==> config.mk <==
export PLATFORM = sky130hd
export DESIGN_NAME = piso_serializer
export DESIGN_NICKNAME = d
export VERILOG_FILES = /design/src/rtl/piso_serializer.sv
export SDC_FILE = /design/constraint.sdc
export NUM_CORES = 1
export LEC_CHECK = 0
export BUFFER_PORTS_ARGS = -buffer_cell sky130_fd_sc_hd__buf_2
export CAP_MARGIN = 0
export CORE_AREA = 10 10 47 49
export CTS_CLUSTER_SIZE = 20
export DETAILED_ROUTE_END_ITERATION = 6
export DIE_AREA = 0 0 57 59
export HOLD_SLACK_MARGIN = 0.1
export SYNTH_ARGS = -nofsm -noshare
export SYNTH_HDL_FRONTEND = slang
export SYNTH_SLANG_ARGS = --single-unit
==> constraint.sdc <==
create_clock -name clk -period 2.3 [get_ports clk]
set_clock_uncertainty 0.15 [all_clocks]
set_input_delay 0.23 -clock clk [delete_from_list [all_inputs] [get_ports clk]]
set_output_delay 0.23 -clock clk [all_outputs]
set_load 0.05 [all_outputs]
==> src/rtl/piso_serializer.sv <==
// piso_serializer: parallel-in / serial-out shifter with load handshake.
//
// Accepts a WIDTH-bit word when idle and shifts it out one bit per enabled
// clock, either LSB-first (MSB_FIRST=0) or MSB-first (MSB_FIRST=1).
// All outputs are decoded from registered state only.
//
// Ports:
//   clk         rising-edge clock
//   clr         synchronous active-high reset
//   pdata       parallel word to serialize
//   load_valid  request to load pdata
//   load_ready  high when a word can be accepted (IDLE)
//   shift_en    advance enable; the current bit is held while low
//   dout        serial data out (0 when idle)
//   dout_valid  dout carries a frame bit
//   busy        a word is being shifted out
//   done        one-cycle pulse following the last bit of a word
module piso_serializer #(
  parameter int WIDTH     = 4,
  parameter bit MSB_FIRST = 1'b0
) (
  input  logic             clk,
  input  logic             clr,
  input  logic [WIDTH-1:0] pdata,
  input  logic             load_valid,
  output logic             load_ready,
  input  logic             shift_en,
  output logic             dout,
  output logic             dout_valid,
  output logic             busy,
  output logic             done
);

  localparam int                 CNT_W = $clog2(WIDTH);
  localparam logic [CNT_W-1:0]   LAST  = CNT_W'(WIDTH - 1);

  typedef enum logic {
    IDLE  = 1'b0,
    SHIFT = 1'b1
  } state_t;

  state_t           state_q, state_d;
  logic [WIDTH-1:0] sreg_q, sreg_d;
  logic [CNT_W-1:0] cnt_q, cnt_d;
  logic             done_q, done_d;

  // Move the register one place toward the output end, zero-filling behind.
  function automatic logic [WIDTH-1:0] shift_once(input logic [WIDTH-1:0] v);
    if (MSB_FIRST) return {v[WIDTH-2:0], 1'b0};
    else           return {1'b0, v[WIDTH-1:1]};
  endfunction

  always_comb begin
    state_d = state_q;
    sreg_d  = sreg_q;
    cnt_d   = cnt_q;
    done_d  = 1'b0;
    case (state_q)
      IDLE: begin
        // load_ready is 1 throughout IDLE, so load_valid alone accepts.
        if (load_valid) begin
          sreg_d  = pdata;
          cnt_d   = '0;
          state_d = SHIFT;
        end
      end
      SHIFT: begin
        if (shift_en) begin
          sreg_d = shift_once(sreg_q);
          if (cnt_q == LAST) begin
            // Counter parks at 0 rather than wrapping past WIDTH-1.
            cnt_d   = '0;
            state_d = IDLE;
            done_d  = 1'b1;
          end else begin
            cnt_d = cnt_q + 1'b1;
          end
        end
      end
      default: state_d = IDLE;
    endcase
  end

  always_ff @(posedge clk) begin
    if (clr) begin
      state_q <= IDLE;
      sreg_q  <= '0;
      cnt_q   <= '0;
      done_q  <= 1'b0;
    end else begin
      state_q <= state_d;
      sreg_q  <= sreg_d;
      cnt_q   <= cnt_d;
      done_q  <= done_d;
    end
  end

  assign load_ready = (state_q == IDLE);
  assign busy       = (state_q == SHIFT);
  assign dout_valid = busy;
  // Gate with busy so dout reads 0 in IDLE regardless of register contents.
  assign dout       = busy & (MSB_FIRST ? sreg_q[WIDTH-1] : sreg_q[0]);
  assign done       = done_q;

endmodule
**Word-level counts from Yosys, hierarchy flattened**

Cells that the tools add are included.

- Logic and storage cells: 25
- Bits in registers: 8
- Input bits: 8

- Equality and inequality tests: 3
- Bitwise logic cells: 3
- Multiplexer cells: 12
- Reductions and logical operators: 2
- Add/subtract/negate cells: 1

Operator list:

| kind | number |
|---|---|
| two-way mux 4 bit | 2 |
| one-hot mux 4 bit (2 select lines) | 1 |
| two-way mux 2 bit | 3 |
| two-way mux 1 bit | 4 |
| != test 2 bit, second input constant | 2 |
| one-hot mux 2 bit (2 select lines) | 1 |
| OR reduction 3 bit | 1 |
| adder 2 x 1 -> 2 bit, second input constant | 1 |
| == test 2 bit, second input constant | 1 |
| inverter 1 bit | 2 |
| one-hot mux 1 bit (2 select lines) | 1 |
| AND reduction 2 bit | 1 |
| AND 1 bit | 1 |

**Logic depth before layout (Yosys ltp)**

Gate-level depths: netlist of run 1.

- Depth after elaboration: 4
- Gate-level depth with buffers: 4
- Mapped depth without buffers: 3

**Least setup slack after synthesis of run 1**

Ideal clock, no wire load.

- Kind: reg-to-output
- Start point: reg state_q (netlist: busy)
- End point: out dout
- Arrival: 1.358 ns
- Setup slack: 0.562 ns
- Buffers on the path: 1
- Cell stages (with the launch flop): 3
- Cells stage by stage: dfxtp_1 > buf_6 > and2_1

- Word-level cells in the longest chain between the ends: 1

RTL lines:

| element | line | source |
|---|---|---|
| start, declared | 42 | `state_t state_q, state_d;` |
| start signal, assigned | 91 | `state_q <= state_d;` |
| AND 1 bit | 102 | `assign dout = busy & (MSB_FIRST ? sreg_q[WIDTH-1] : sreg_q[0]);` |
| end, declared | 28 | `output logic dout,` |

Every way passes these cells.

**Worst setup path in the final report of run 1**

Same ends and word-level chain as after synthesis.

==> run summary, run 1 <==
Status - complete, no violations
Hold Slack - 0.106 ns
Total Power - 0.000321 W
Leak pwr - 0.204 nW
GRT Total Usage - 5.49%
PD cells - 705 nW/um^2
Synth area leaders - dfxtp_1 (43%), mux2i_1 (11%), a211oi_2 (10%), nor2_1 (5.0%), a32oi_1 (4.7%)
Final Max Tran Viols - 0
Setup violations, final - 0
Mapped Nets - 44
Nets - 58
Crit-path leading delay family - flip-flops
Slew headroom - 63.3%
Worst skew pair latency - 0.25 ns
Post-CTS Setup Inserts - 0
Slew of the pin with the lowest slew margin - 0.550 ns
FF+latch area - 160 um^2
Post-synth top area share - 42.7%
CTS sink cnt - 8
Post-synth ARST share - 0%
Initial antenna violation count - 0
First-pass GRT wire length - 1460 um
Starting Density - 26.8%
Port Buffers - 12
CP required - 1.92 ns
H-tree Lvls - 1
Clk pin slew, worst setup/hold paths - 0.05 ns
Area of the die - 3360 um^2
Die Y - 59 um
Register bit total from synthesis - 8
Crit path DAT - 1.37 ns
Placement row count - 14
Final Hold Vio Count - 0
Footprint of the multi-input gates - 189 um^2
Most used DFF post-synth - dfxtp_1
Seq/Total Area, Yosys - 42.7%
Area Growth Syn to Fin - 21.3%
P_sw - 0.0000914 W
Clock Path Buffers - 2
Routability cong. - 0.721
Worst Path Max Fanout - 14
Share of layout cells above drive strength 1 - 44.7%
Root Driver - clkbuf_4
EDFF count, synth - 0
Setup_tns - 0 ns
Yosys top cell by area - dfxtp_1
Cts repair resizes - 0
Sequential Power Share - 48.7%
Total grt overflow - 0
Largest net degree at the start of global routing - 15
Critical path's largest stage delay - 0.66 ns
I/O pin cnt - 13
CP Capture Type - output pin
Worst IR drop on VDD - 0.263 mV
Drt drc - 0
Vias in the first global route - 350
DIE WIDTH - 57 um
Routed vias/inst - 4.56
Placed cells - 60
Net Sw Frac - 28.5%
Syn_area_per_cell - 10.7 um^2
Netlist Area Pre-Place - 375 um^2
CP Class - reg2out
Cell with the most instances after synthesis - dfxtp_1
Fmax - 0.572 GHz
Worst path bufs/invs - 1
Drt first-iter violations - 1
TritonCTS Buffers - 3
Post-synth cell types - 18
CP cell instances - and2_1 -> buf_2
Core area - 1400 um^2
Syn Inst Count - 35
Worst min path class - in2reg
Hold_buf cts - 0
Fillers - 163
RSZ-0062 raised after global routing - false
Fin crit period - 1.75 ns
Max-cap viol count - 0
TritonRoute pass-1 iters - 2
Antenna Diode Count - 0
Clock power share - 32.8%
Vias - 287
Routed len/inst - 12.7 um
Yosys warning total - 0
CTS tree - yes
Crit path max-delay cell type - dfxtp_1
Int Power - 0.000229 W
Logic pwr share - 18.5%
Drt total wl - 801 um
Worst setup SP type - flop
Synth top cells by count - dfxtp_1 (8), nor2_1 (5), mux2i_1 (4)
Post-DRT Antenna Nets - 0
Non-filler cells, final - 63
Final Cycle Share - 76.0%
Detailed placement HPWL - 637 um
[sequential cells by signal, summed over array words and instances (netlist names)]
register and cells:
sreg_q 4, cnt_q 2, busy 1, done 1
[layer usage]
metal  vias to the layer above  part of all wire (%)  track usage [%]
met2                         9                    45             8.37
met4                         0                   1.6             5.03
met3                         2                   5.0             2.36
met5                         -                     0                0
met1                       125                    48             5.59
li1                        151                     -                -
[cell type report]
cell class / count / area share (%)
Sequential cell: 8 / 35.2
Timing Repair Buffer: 12 / 13.2
Multi-Input combinational cell: 23 / 41.5
Clock buffer: 3 / 4.95
Inverter: 1 / 0.824
Tap cell: 16 / 4.40
[worst register-to-register path, delay by kind of cell, from the launching register on]
family           cells  cell delay [ns]
AO/OA/AOI/OAI        1             0.06
flip-flops           1             0.66
multiplexers         1             0.40
AND/OR/NAND/NOR      1             0.13
[kinds of logic (layout without fill, tap and decap cells)]
| logic type | count (synthesis) | in the layout | synth area share (%) |
|---|---|---|---|
| flip-flops | 8 | 8 | 42.7 |
| AO/OA/AOI/OAI | 7 | 7 | 18.3 |
| multiplexers | 5 | 5 | 14.7 |
| buffers and inverters | 4 | 16 | 7.00 |
| adder cells (fa/ha/maj) | 1 | 1 | 3.33 |
| AND/OR/NAND/NOR | 10 | 10 | 14.0 |
[layout by cell type (no fill, tap or decap)]
| cell | n |
|---|---|
| a311oi_1 | 1 |
| inv_2 | 1 |
| mux2i_1 | 4 |
| nor2_2 | 1 |
| nand3b_1 | 1 |
| a21oi_1 | 1 |
| nand2_1 | 1 |
| mux2_4 | 1 |
| dfxtp_1 | 8 |
| nor2_1 | 5 |
| a32oi_1 | 2 |
| ha_1 | 1 |
| buf_2 | 12 |
| clkbuf_4 | 3 |
| and2_1 | 1 |
| and4b_1 | 1 |
| a211oi_2 | 3 |
[path summary, 6_finish.rpt]
check	start	endpoint	slack, ns	depth (start not counted)
worst max register to register	busy	sreg_q[1]	0.79	3
worst min register to register	cnt_q[0]	cnt_q[0]	0.32	2
worst min-delay path	clr	sreg_q[2]	0.11	2
worst max-delay path	busy	dout	0.55	2
[power groups by stage]
stage | Combinational (W) | Sequential (W) | Clock [W]
2_1_floorplan | 0.0000469 | 0.000159 | 0
3_3_place_gp | 0.0000592 | 0.000159 | 0
3_5_place_dp | 0.0000598 | 0.000159 | 0
4_1_cts | 0.0000602 | 0.000156 | 0.000113
5_1_grt | 0.0000653 | 0.000158 | 0.000119
6_report | 0.0000593 | 0.000156 | 0.000105
[through the flow]
step                instance area (um^2)  util, %  worst slack (ns)
detailed placement                   433     30.9             0.813
floorplan                            375        -             0.562
finish                               455     32.5             0.552
global placement                     433     30.9             0.834
CTS                                  455     32.5             0.536
global route                         455     32.5             0.445
(Power assumes the default switching activity.)
==> run 2, diff against run 1 <==
==> constraint.sdc (replaced) <==
create_clock -name clk -period 1.56 [get_ports clk]
set_clock_uncertainty 0.15 [all_clocks]
set_input_delay 0.156 -clock clk [delete_from_list [all_inputs] [get_ports clk]]
set_output_delay 0.156 -clock clk [all_outputs]
set_load 0.05 [all_outputs]
==> run 2 against run 1 <==
  * Sequential share of layout area shrank 3.2 points
  * Non-clock buffer count grew 5
  * Sequential cell count stayed put
  * First-iteration DRC count decreased by 100%
  * Combinational power is 70% higher
  * Setup slack got worse by 0.39 ns
  * Power grew 52%
  * Critical path type unchanged
  * Via count rose by 5.9%
  * Worst hold slack improved by 0.013 ns
==> run summary, run 2 (synthesized netlist as in run 1, its figures left out) <==
Pre-CTS WS - 0.357 ns
Area of the die - 3360 um^2
TritonRoute pass-1 iters - 1
TritonCTS Buffers - 3
Clk pin slew, worst setup/hold paths - 0.05 ns
Largest net degree at the start of global routing - 9
Port Buffers - 12
H-tree Lvls - 1
Sequential Power Share - 46.4%
PD cells - 968 nW/um^2
Routed vias/inst - 4.47
First-pass GRT wire length - 1430 um
Nets - 63
Worst skew pair latency - 0.26 ns
Final Max Tran Viols - 0
Starting Density - 26.8%
Crit path DAT - 1.09 ns
Design area - 504 um^2
Total grt overflow - 0
Area after DPL - 442 um^2
DRT met1 WL - 353 um
Fmax - 0.716 GHz
Routability cong. - 0.708
Fin crit period - 1.40 ns
Drt total wl - 833 um
Antenna Diode Count - 0
Routed len/inst - 12.3 um
Footprint of the multi-input gates - 189 um^2
Final Hold Vio Count - 0
CP required - 1.25 ns
Max-cap viol count - 0
Share of layout cells above drive strength 1 - 44.2%
Final Cycle Share - 89.6%
Post-DRT Antenna Nets - 0
Hold_buf cts - 4
Vias in the first global route - 341
CP Capture Type - output pin
Initial antenna violation count - 0
Fillers - 158
Die Y - 59 um
Logic pwr share - 20.6%
Drt drc - 0
Int Power - 0.000348 W
RSZ-0062 raised after global routing - false
Detailed placement HPWL - 613 um
Area Growth Syn to Fin - 34.3%
Largest register by flop count - sreg_q
Met3 WL - 81 um
Most frequent cells in the layout - buf_2 (12), dfxtp_1 (7), nor2_1 (5)
DIE WIDTH - 57 um
Slew headroom - 83.7%
Final core occ - 36.0%
CTS tree - yes
Clock power share - 33.0%
Max FFs per register - 4
Root Driver - clkbuf_4
Commonest non-fill, non-tap cell in the layout - buf_2
Slew of the pin with the lowest slew margin - 0.238 ns
GRT Total Usage - 5.53%
Core area - 1400 um^2
Setup violations, final - 0
Drt first-iter violations - 0
Setup_tns - 0 ns
Worst IR drop on VDD - 0.399 mV
Placement row count - 14
Post-CTS Setup Inserts - 0
Largest regs - sreg_q x4, cnt_q x2
Vias - 304
Worst min path class - in2reg
Worst setup SP type - flop
Leak pwr - 0.226 nW
I/O pin cnt - 13
Net Sw Frac - 28.8%
CTS sink cnt - 8
DR WL met2 - 374 um
Worst Path Max Fanout - 8
Status - complete, no violations
CP Class - reg2out
Worst Setup Slack, final - 0.163 ns
Uppermost layer routed - met4
FF+latch area - 161 um^2
Clock Path Buffers - 2
Cts repair resizes - 0
P_sw - 0.000141 W
Total Power - 0.000488 W
[run 2: cell types whose count changed in the layout (fill, tap and decap cells not counted)]
cell / previous run / this run
dlygate4sd3_1: 0 / 4
buf_4: 0 / 1
dfxtp_1: 8 / 7
dfxtp_2: 0 / 1
[run 2: worst paths after layout]
| kind | from | endpoint | slack [ns] | cells past startpoint |
|---|---|---|---|---|
| max | busy | load_ready | 0.16 | 3 |
| min | pdata[0] | sreg_q[0] | 0.12 | 3 |
| max reg2reg | busy | sreg_q[1] | 0.36 | 3 |
| min reg2reg | cnt_q[0] | cnt_q[0] | 0.33 | 2 |
[run 2: worst max-delay path, cell delays in order (launching register included)]
cell and delay [ns]:
dfxtp_2 0.35, buf_4 0.18, inv_2 0.05, buf_2 0.25
[run 2: power by group through the flow]
stage | Combinational [W] | Clock [W] | Sequential (W)
2_1_floorplan | 0.0000691 | 0 | 0.000235
3_3_place_gp | 0.0000941 | 0 | 0.000231
3_5_place_dp | 0.0000941 | 0 | 0.000231
4_1_cts | 0.000102 | 0.000171 | 0.000227
5_1_grt | 0.000111 | 0.000173 | 0.000228
6_report | 0.000101 | 0.000161 | 0.000227
[run 2: metrics by stage]
stage,hold WS (ns),instances
after global routing,0.133,68
after detailed placement,0.287,61
after global placement,0.276,61
final,0.119,68
after CTS,0.116,68
after floorplan,0.114,35
[run 2: per-layer routing]
layer / global-route usage, % / vias to the layer above
met2: 8.53 / 12
met1: 4.98 / 128
li1: - / 161
met5: 0 / -
met3: 3.43 / 3
met4: 5.03 / 0
[run 2: final cells by class]
cell class | count | share of cell area (%)
timing repair buffer | 17 | 21.3
inverter | 1 | 0.744
sequential | 8 | 32.0
clock buffer | 3 | 4.47
tap | 16 | 3.97
multi-input combinational | 23 | 37.5
